--- config.mk ---
export PLATFORM = sky130hd
export DESIGN_NAME = param_register_file_flat
export DESIGN_NICKNAME = d
export VERILOG_FILES = /design/src/rtl/param_register_file_if.sv /design/src/rtl/param_register_file.sv /design/src/flat_wrapper.sv
export SDC_FILE = /design/constraint.sdc
export NUM_CORES = 2
export LEC_CHECK = 0
export CAP_MARGIN = 30
export CORE_MARGIN = 2
export CORE_UTILIZATION = 49
export CTS_BUF_LIST = sky130_fd_sc_hd__clkbuf_8 sky130_fd_sc_hd__clkbuf_16
export CTS_CLUSTER_SIZE = 30
export DETAILED_ROUTE_END_ITERATION = 10
export PLACE_DENSITY_LB_ADDON = 0.1
export SETUP_SLACK_MARGIN = 0.2
export SLEW_MARGIN = 30
export SYNTH_ARGS = -nofsm -noshare
export SYNTH_HDL_FRONTEND = slang
export SYNTH_SLANG_ARGS = --single-unit
--- constraint.sdc ---
create_clock -name clk -period 20.7 [get_ports clk]
set_input_delay 3.105 -clock clk [delete_from_list [all_inputs] [get_ports clk]]
set_output_delay 3.105 -clock clk [all_outputs]
set_load 0.005 [all_outputs]
--- src/rtl/param_register_file_if.sv ---
// param_register_file_if: read, write, link and PC signals of the register file
interface param_register_file_if #(
  parameter int DATA_W = 32,
  parameter int ADDR_W = 4
);
  logic [ADDR_W-1:0] sa, sb, sd, c;
  logic [DATA_W-1:0] pa, pb, pd, pw, lrin, pcin, pcout, r14out;
  logic rfld, lrld, hzpcld;
  modport master (
    output sa, sb, sd, c, pw, rfld, lrin, lrld, pcin, hzpcld,
    input  pa, pb, pd, pcout, r14out
  );
  modport slave (
    input  sa, sb, sd, c, pw, rfld, lrin, lrld, pcin, hzpcld,
    output pa, pb, pd, pcout, r14out
  );
endinterface

--- src/rtl/param_register_file.sv ---
// param_register_file: register file with three read ports, link and PC write paths, optional forwarding
module param_register_file #(
  parameter int DATA_W = 32,
  parameter int ADDR_W = 4,
  parameter int LR_IDX = 14,
  parameter int BYPASS = 1
) (
  input logic clk,
  input logic rst,
  param_register_file_if.slave bus
);
  localparam int NUM_REGS = 2 ** ADDR_W;
  localparam int PCI = NUM_REGS - 1;
  localparam logic [ADDR_W-1:0] LR_SEL = ADDR_W'(LR_IDX);
  logic [DATA_W-1:0] regs [NUM_REGS];
  logic [DATA_W-1:0] nxt [NUM_REGS];
  logic [NUM_REGS-1:0] wen;
  logic [ADDR_W-1:0] sel [3];
  logic [DATA_W-1:0] dat [3];
  // gating by rfld first keeps an unknown c from reaching the decode
  assign wen = bus.rfld ? (NUM_REGS'(1) << bus.c) : '0;
  always_comb begin
    for (int i = 0; i < NUM_REGS; i++)
      nxt[i] = wen[i] ? bus.pw :
               (i == LR_IDX && bus.lrld) ? bus.lrin :
               (i == PCI && bus.hzpcld) ? bus.pcin : regs[i];
  end
  always_ff @(posedge clk or posedge rst) begin
    if (rst)
      for (int i = 0; i < NUM_REGS; i++) regs[i] <= '0;
    else
      regs <= nxt;
  end
  assign sel[0] = bus.sa;
  assign sel[1] = bus.sb;
  assign sel[2] = bus.sd;
  // pcin is never forwarded; the PC is only bypassed through the main write port
  for (genvar p = 0; p < 3; p++) begin : g_rd
    assign dat[p] = rst ? '0 :
                    (BYPASS != 0 && bus.rfld && sel[p] == bus.c) ? bus.pw :
                    (BYPASS != 0 && bus.lrld && sel[p] == LR_SEL) ? bus.lrin :
                    regs[sel[p]];
  end
  assign bus.pa = dat[0];
  assign bus.pb = dat[1];
  assign bus.pd = dat[2];
  assign bus.pcout = regs[PCI];
  assign bus.r14out = regs[LR_IDX];
endmodule

--- src/flat_wrapper.sv ---
// flat-port wrapper written by rule: the top's interface ports become plain ports
module param_register_file_flat 
#(
  parameter int DATA_W = 32,
  parameter int ADDR_W = 4,
  parameter int LR_IDX = 14,
  parameter int BYPASS = 1
)
  (clk, rst, bus_sa, bus_sb, bus_sd, bus_c, bus_pw, bus_rfld, bus_lrin, bus_lrld, bus_pcin, bus_hzpcld, bus_pa, bus_pb, bus_pd, bus_pcout, bus_r14out);
  param_register_file_if #(.DATA_W(DATA_W), .ADDR_W(ADDR_W)) bus_i ();
  input logic clk;
  input logic rst;
  input wire logic [$bits(bus_i.sa)-1:0] bus_sa;
  input wire logic [$bits(bus_i.sb)-1:0] bus_sb;
  input wire logic [$bits(bus_i.sd)-1:0] bus_sd;
  input wire logic [$bits(bus_i.c)-1:0] bus_c;
  input wire logic [$bits(bus_i.pw)-1:0] bus_pw;
  input wire logic [$bits(bus_i.rfld)-1:0] bus_rfld;
  input wire logic [$bits(bus_i.lrin)-1:0] bus_lrin;
  input wire logic [$bits(bus_i.lrld)-1:0] bus_lrld;
  input wire logic [$bits(bus_i.pcin)-1:0] bus_pcin;
  input wire logic [$bits(bus_i.hzpcld)-1:0] bus_hzpcld;
  output wire logic [$bits(bus_i.pa)-1:0] bus_pa;
  output wire logic [$bits(bus_i.pb)-1:0] bus_pb;
  output wire logic [$bits(bus_i.pd)-1:0] bus_pd;
  output wire logic [$bits(bus_i.pcout)-1:0] bus_pcout;
  output wire logic [$bits(bus_i.r14out)-1:0] bus_r14out;
  assign bus_i.sa = bus_sa;
  assign bus_i.sb = bus_sb;
  assign bus_i.sd = bus_sd;
  assign bus_i.c = bus_c;
  assign bus_i.pw = bus_pw;
  assign bus_i.rfld = bus_rfld;
  assign bus_i.lrin = bus_lrin;
  assign bus_i.lrld = bus_lrld;
  assign bus_i.pcin = bus_pcin;
  assign bus_i.hzpcld = bus_hzpcld;
  assign bus_pa = bus_i.pa;
  assign bus_pb = bus_i.pb;
  assign bus_pd = bus_i.pd;
  assign bus_pcout = bus_i.pcout;
  assign bus_r14out = bus_i.r14out;
  param_register_file #(.DATA_W(DATA_W), .ADDR_W(ADDR_W), .LR_IDX(LR_IDX), .BYPASS(BYPASS)) u_core (.clk(clk), .rst(rst), .bus(bus_i));
endmodule
==> run_results.csv <==
group,metric,value,unit
status,status,"finished, final reports clean",
routing,route.vias.total,25770,
cts,tritoncts,"done",
cts,clkSinkCount,512,
placed_design,dp.final_hpwl,71060,um
finish,syn_to_final_growth,13.68,%
timing,timing_worst_slew_pin_value,1101,ps
synthesis,most_common_cell_in_the_synthesized_netlist,"sky130_fd_sc_hd__dfrtp_1",
hold_path,min_path_type,"reg -> reg",
synthesis,ys_warn_count,0,
routing,met3_wire_len,14840,um
power_and_ir_drop,pwr-share-comb,27.7,%
routing,wl_met2,54990,um
synthesis,synth_commonest_cells,"sky130_fd_sc_hd__dfrtp_1, sky130_fd_sc_hd__mux4_2, sky130_fd_sc_hd__mux2_2",
routing,post_drt_wl_per_cell,34.07,um
global_route,number_of_antenna_violations_at_the_first_check_in_global_routing,3,
routing,drt_first_pass_iters,6,
global_route,first_global_vias,26430,
cts,cts.root.buffer_cell,"sky130_fd_sc_hd__clkbuf_16",
routing,dr_iter_0_viols,3141,
floorplanning,die-height,268.1,um
finish,nets_finish,2742,
power_and_ir_drop,power.static_leakage,15.36,nW
floorplanning,fp-row-count,96,
cts,cts.hold.buffers_added,0,
finish,finish.cell_count_without_fillers,3603,
worst_setup_path,timing.critical_path.arrival,7410,ps
worst_setup_path,critical_path.cell_chain,"buf_6 > buf_4 > buf_4 > nand3b_1 > nand3_4 > nor2b_1 > nor4_1 > nor3_1 > clkdlybuf4s50_1",
synthesis,ys_seq_elements,512,
power_and_ir_drop,power,0.003569,W
cts,clk-insertion-delay-late,630,ps
placed_design,placement.io_buffers,276,
power_and_ir_drop,power_report.internal_total,0.002501,W
power_and_ir_drop,power_per_cell_area,91.89,mW/mm2
finish,drive_gt1_share,33.70,%
worst_setup_path,worstPathMaxFanout,51,
floorplanning,die-width,268.1,um
synthesis,synthesis.instances,2613,
power_and_ir_drop,power.clock.fraction,31.3,%
timing,period_needed,10510,ps
floorplanning,ios,277,
routing,post-route-drc-count,0,
worst_setup_path,timing.critical_path.slowest_cell_delay,640,ps
synthesis,netlist-cell-type-count,45,
timing,rsz_0062_raised_after_global_routing,"false",
power_and_ir_drop,seqPwrFrac,40.9,%
timing,final.period_utilization,50.77,%
synthesis,synthArstFlopShare,100.0,%
timing,fmax,95.15,MHz
floorplanning,fp.coreArea,0.06883,mm2
routing,detailed_routing_wirelength_on_met1,48340,um
synthesis,synth_top_area_share,37.50,%
worst_setup_path,crit_buf_inv,4,
cts,ctsLongestPathBuffers,3,
floorplanning,initial_cell_density_of_the_core,49.64,%
power_and_ir_drop,ir_worst_vdd,0.06949,mV
worst_setup_path,timing.critical_path.from_type,"input pin",
power_and_ir_drop,swShare,29.92,%
timing,timing.max_slew.rel_slack,26.59,%
worst_setup_path,timing.critical_path.max_delay_family,"buffers and inverters",
timing,final-max-slew-violation-count,0,
worst_setup_path,required,17590,ps
placed_design,place.detailed.instances,3496,
timing,setup-tns-final,0,ps
power_and_ir_drop,power.switching,0.001068,W
cts,number_of_resized_instances_in_the_post_cts_repair_step,0,
synthesis,post_synth_instance_area,0.03416,mm2
floorplanning,dieArea,0.07185,mm2
global_route,grt_start_max_net_pins,122,
worst_setup_path,cp-end-kind,"output port",
cts,post-cts-setup-buffer-count,0,
synthesis,synth_ff_type,"sky130_fd_sc_hd__dfrtp_1",
timing,hold_viol,0,
synthesis,synth.avg_cell_area,13.07,um2
cts,cts-buffers-inserted,58,
worst_setup_path,crit_path_frequent_cell,"sky130_fd_sc_hd__buf_4",
placed_design,routabilityCongestion,0.8766,
routing,routed_via_density,7.152,
routing,highest-signal-layer,"met5",
worst_setup_path,path_class,"in -> out",
synthesis,yosys.area.top_type,"sky130_fd_sc_hd__dfrtp_1",
cts,cts_htree_levels,2,
timing,fin_skew,0,ps
synthesis,share_of_synthesized_area_occupied_by_flip_flops_and_latches,37.50,%
global_route,grt_util_all_layers,34.40,%
worst_setup_path,critPathSlowestCell,"sky130_fd_sc_hd__buf_4",
job,max_cap_violations,0,
routing,antenna_violating_nets_post_route,0,
routing,detail_route.wirelength,122800,um
timing,report.final.setup_viol,0,
synthesis,netlist_top_cells_area,"sky130_fd_sc_hd__dfrtp_1, sky130_fd_sc_hd__mux4_2, sky130_fd_sc_hd__mux2_2",
global_route,first_pass_grt_wire_length,179600,um
synthesis,synth_enable_flop_cells,0,
global_route,global_route.overflow_total,0,
cts,cts.clk_slew.worst_paths,60,ps
synthesis,synth_nets,2730,
[state kept, by name (all words and copies together), names as in the netlist]
register	flops
u_core.regs	448
u_core.bus.pcout	32
u_core.bus.r14out	32
[through the flow]
stage	hold slack [ps]	setup WS, ps	instance area, um2	util [%]
floorplan	487.1	2775	34160	-
global placement	510.3	10250	36700	53.33
detailed placement	517.4	10220	36750	53.40
CTS	531.2	10230	38810	56.39
global route	555.1	9912	38830	56.42
finish	533.9	10190	38840	56.43
[logic make-up after synthesis]
| kind of cell | Yosys count | synth area share, % |
|---|---|---|
| AOI/OAI and AO/OA | 301 | 6.512 |
| xor gates and xnor gates | 12 | 0.3296 |
| buffers and inverters | 379 | 5.618 |
| DFF | 512 | 37.50 |
| muxes | 981 | 43.97 |
| and+or+nand+nor | 428 | 6.065 |
[per-layer routing]
layer  vias to the layer above  GRT usage (%)
met1                     13510          47.62
met3                       306          10.79
li1                      10150              -
met4                         2          12.08
met2                      1799          51.41
met5                         -              0
[worst register-to-register path: cells and delay by family, from the launching register on]
kind,cells,cell delay (ps)
compound gates,1,140
flops,1,490
mux,1,450
[path summary, 6_finish.rpt]
path	start	cells after the start	end	slack [ps]
worst min register to register	u_core.regs[393]	1	u_core.regs[393]	530
worst max-delay path	bus_sa[0]	9	bus_pa[23]	10190
worst max register to register	u_core.bus.pcout[13]	2	u_core.bus.pcout[13]	19480
worst min-delay path	u_core.regs[393]	1	u_core.regs[393]	530
max in group asynchronous	rst	6	u_core.regs[432]	15230
min in group asynchronous	rst	3	u_core.regs[254]	3340
[placed cells by master, fill, tap and decap left out, drive strengths merged, types with 4 or more instances in the layout]
| cell type | Yosys | layout |
|---|---|---|
| nor4 | 32 | 32 |
| o311a | 15 | 15 |
| xor2 | 8 | 8 |
| clkinvlp | 0 | 5 |
| nand2 | 104 | 104 |
| and2 | 21 | 21 |
| a21oi | 21 | 21 |
| o22a | 11 | 11 |
| a221oi | 11 | 11 |
| clkdlybuf4s50 | 0 | 261 |
| or3 | 24 | 24 |
| nor2 | 116 | 116 |
| o22ai | 65 | 65 |
| inv | 1 | 9 |
| clkinv | 0 | 14 |
| or2 | 9 | 9 |
| o32ai | 34 | 34 |
| o221ai | 11 | 11 |
| mux4 | 369 | 369 |
| buf | 240 | 67 |
| nor2b | 34 | 34 |
| mux2 | 469 | 469 |
| bufinv | 0 | 10 |
| a2111oi | 13 | 13 |
| nor3 | 50 | 50 |
| clkbuf | 138 | 71 |
| mux2i | 143 | 143 |
| a32o | 13 | 13 |
| nand3 | 4 | 4 |
| o21ai | 75 | 75 |
| dfrtp | 512 | 512 |
| a22o | 32 | 32 |
| xnor2 | 4 | 4 |
| nand2b | 24 | 24 |
[power by group through the flow]
| stage | Combinational, W | Clock, W | Sequential [W] |
|---|---|---|---|
| floorplan | 0.000741 | 0 | 0.00137 |
| global placement | 0.000959 | 0 | 0.00145 |
| detailed placement | 0.000979 | 0 | 0.00146 |
| CTS | 0.000984 | 0.00113 | 0.00145 |
| global route | 0.00105 | 0.00117 | 0.00148 |
| finish | 0.000989 | 0.00112 | 0.00146 |
[area by class of cell]
| class | instances | area, um2 |
|---|---|---|
| fillers | 5500 | 29990 |
| multi-input cells | 1722 | 19580 |
| flip-flops and latches | 512 | 12810 |
| repair buffers | 330 | 3204 |
| clock buffers | 69 | 1614 |
| well taps | 931 | 1165 |
| clock inverters | 37 | 446.7 |
| inverters | 1 | 11.26 |
| diodes | 1 | 2.502 |
No activity file was read; power rests on OpenSTA's default activity.
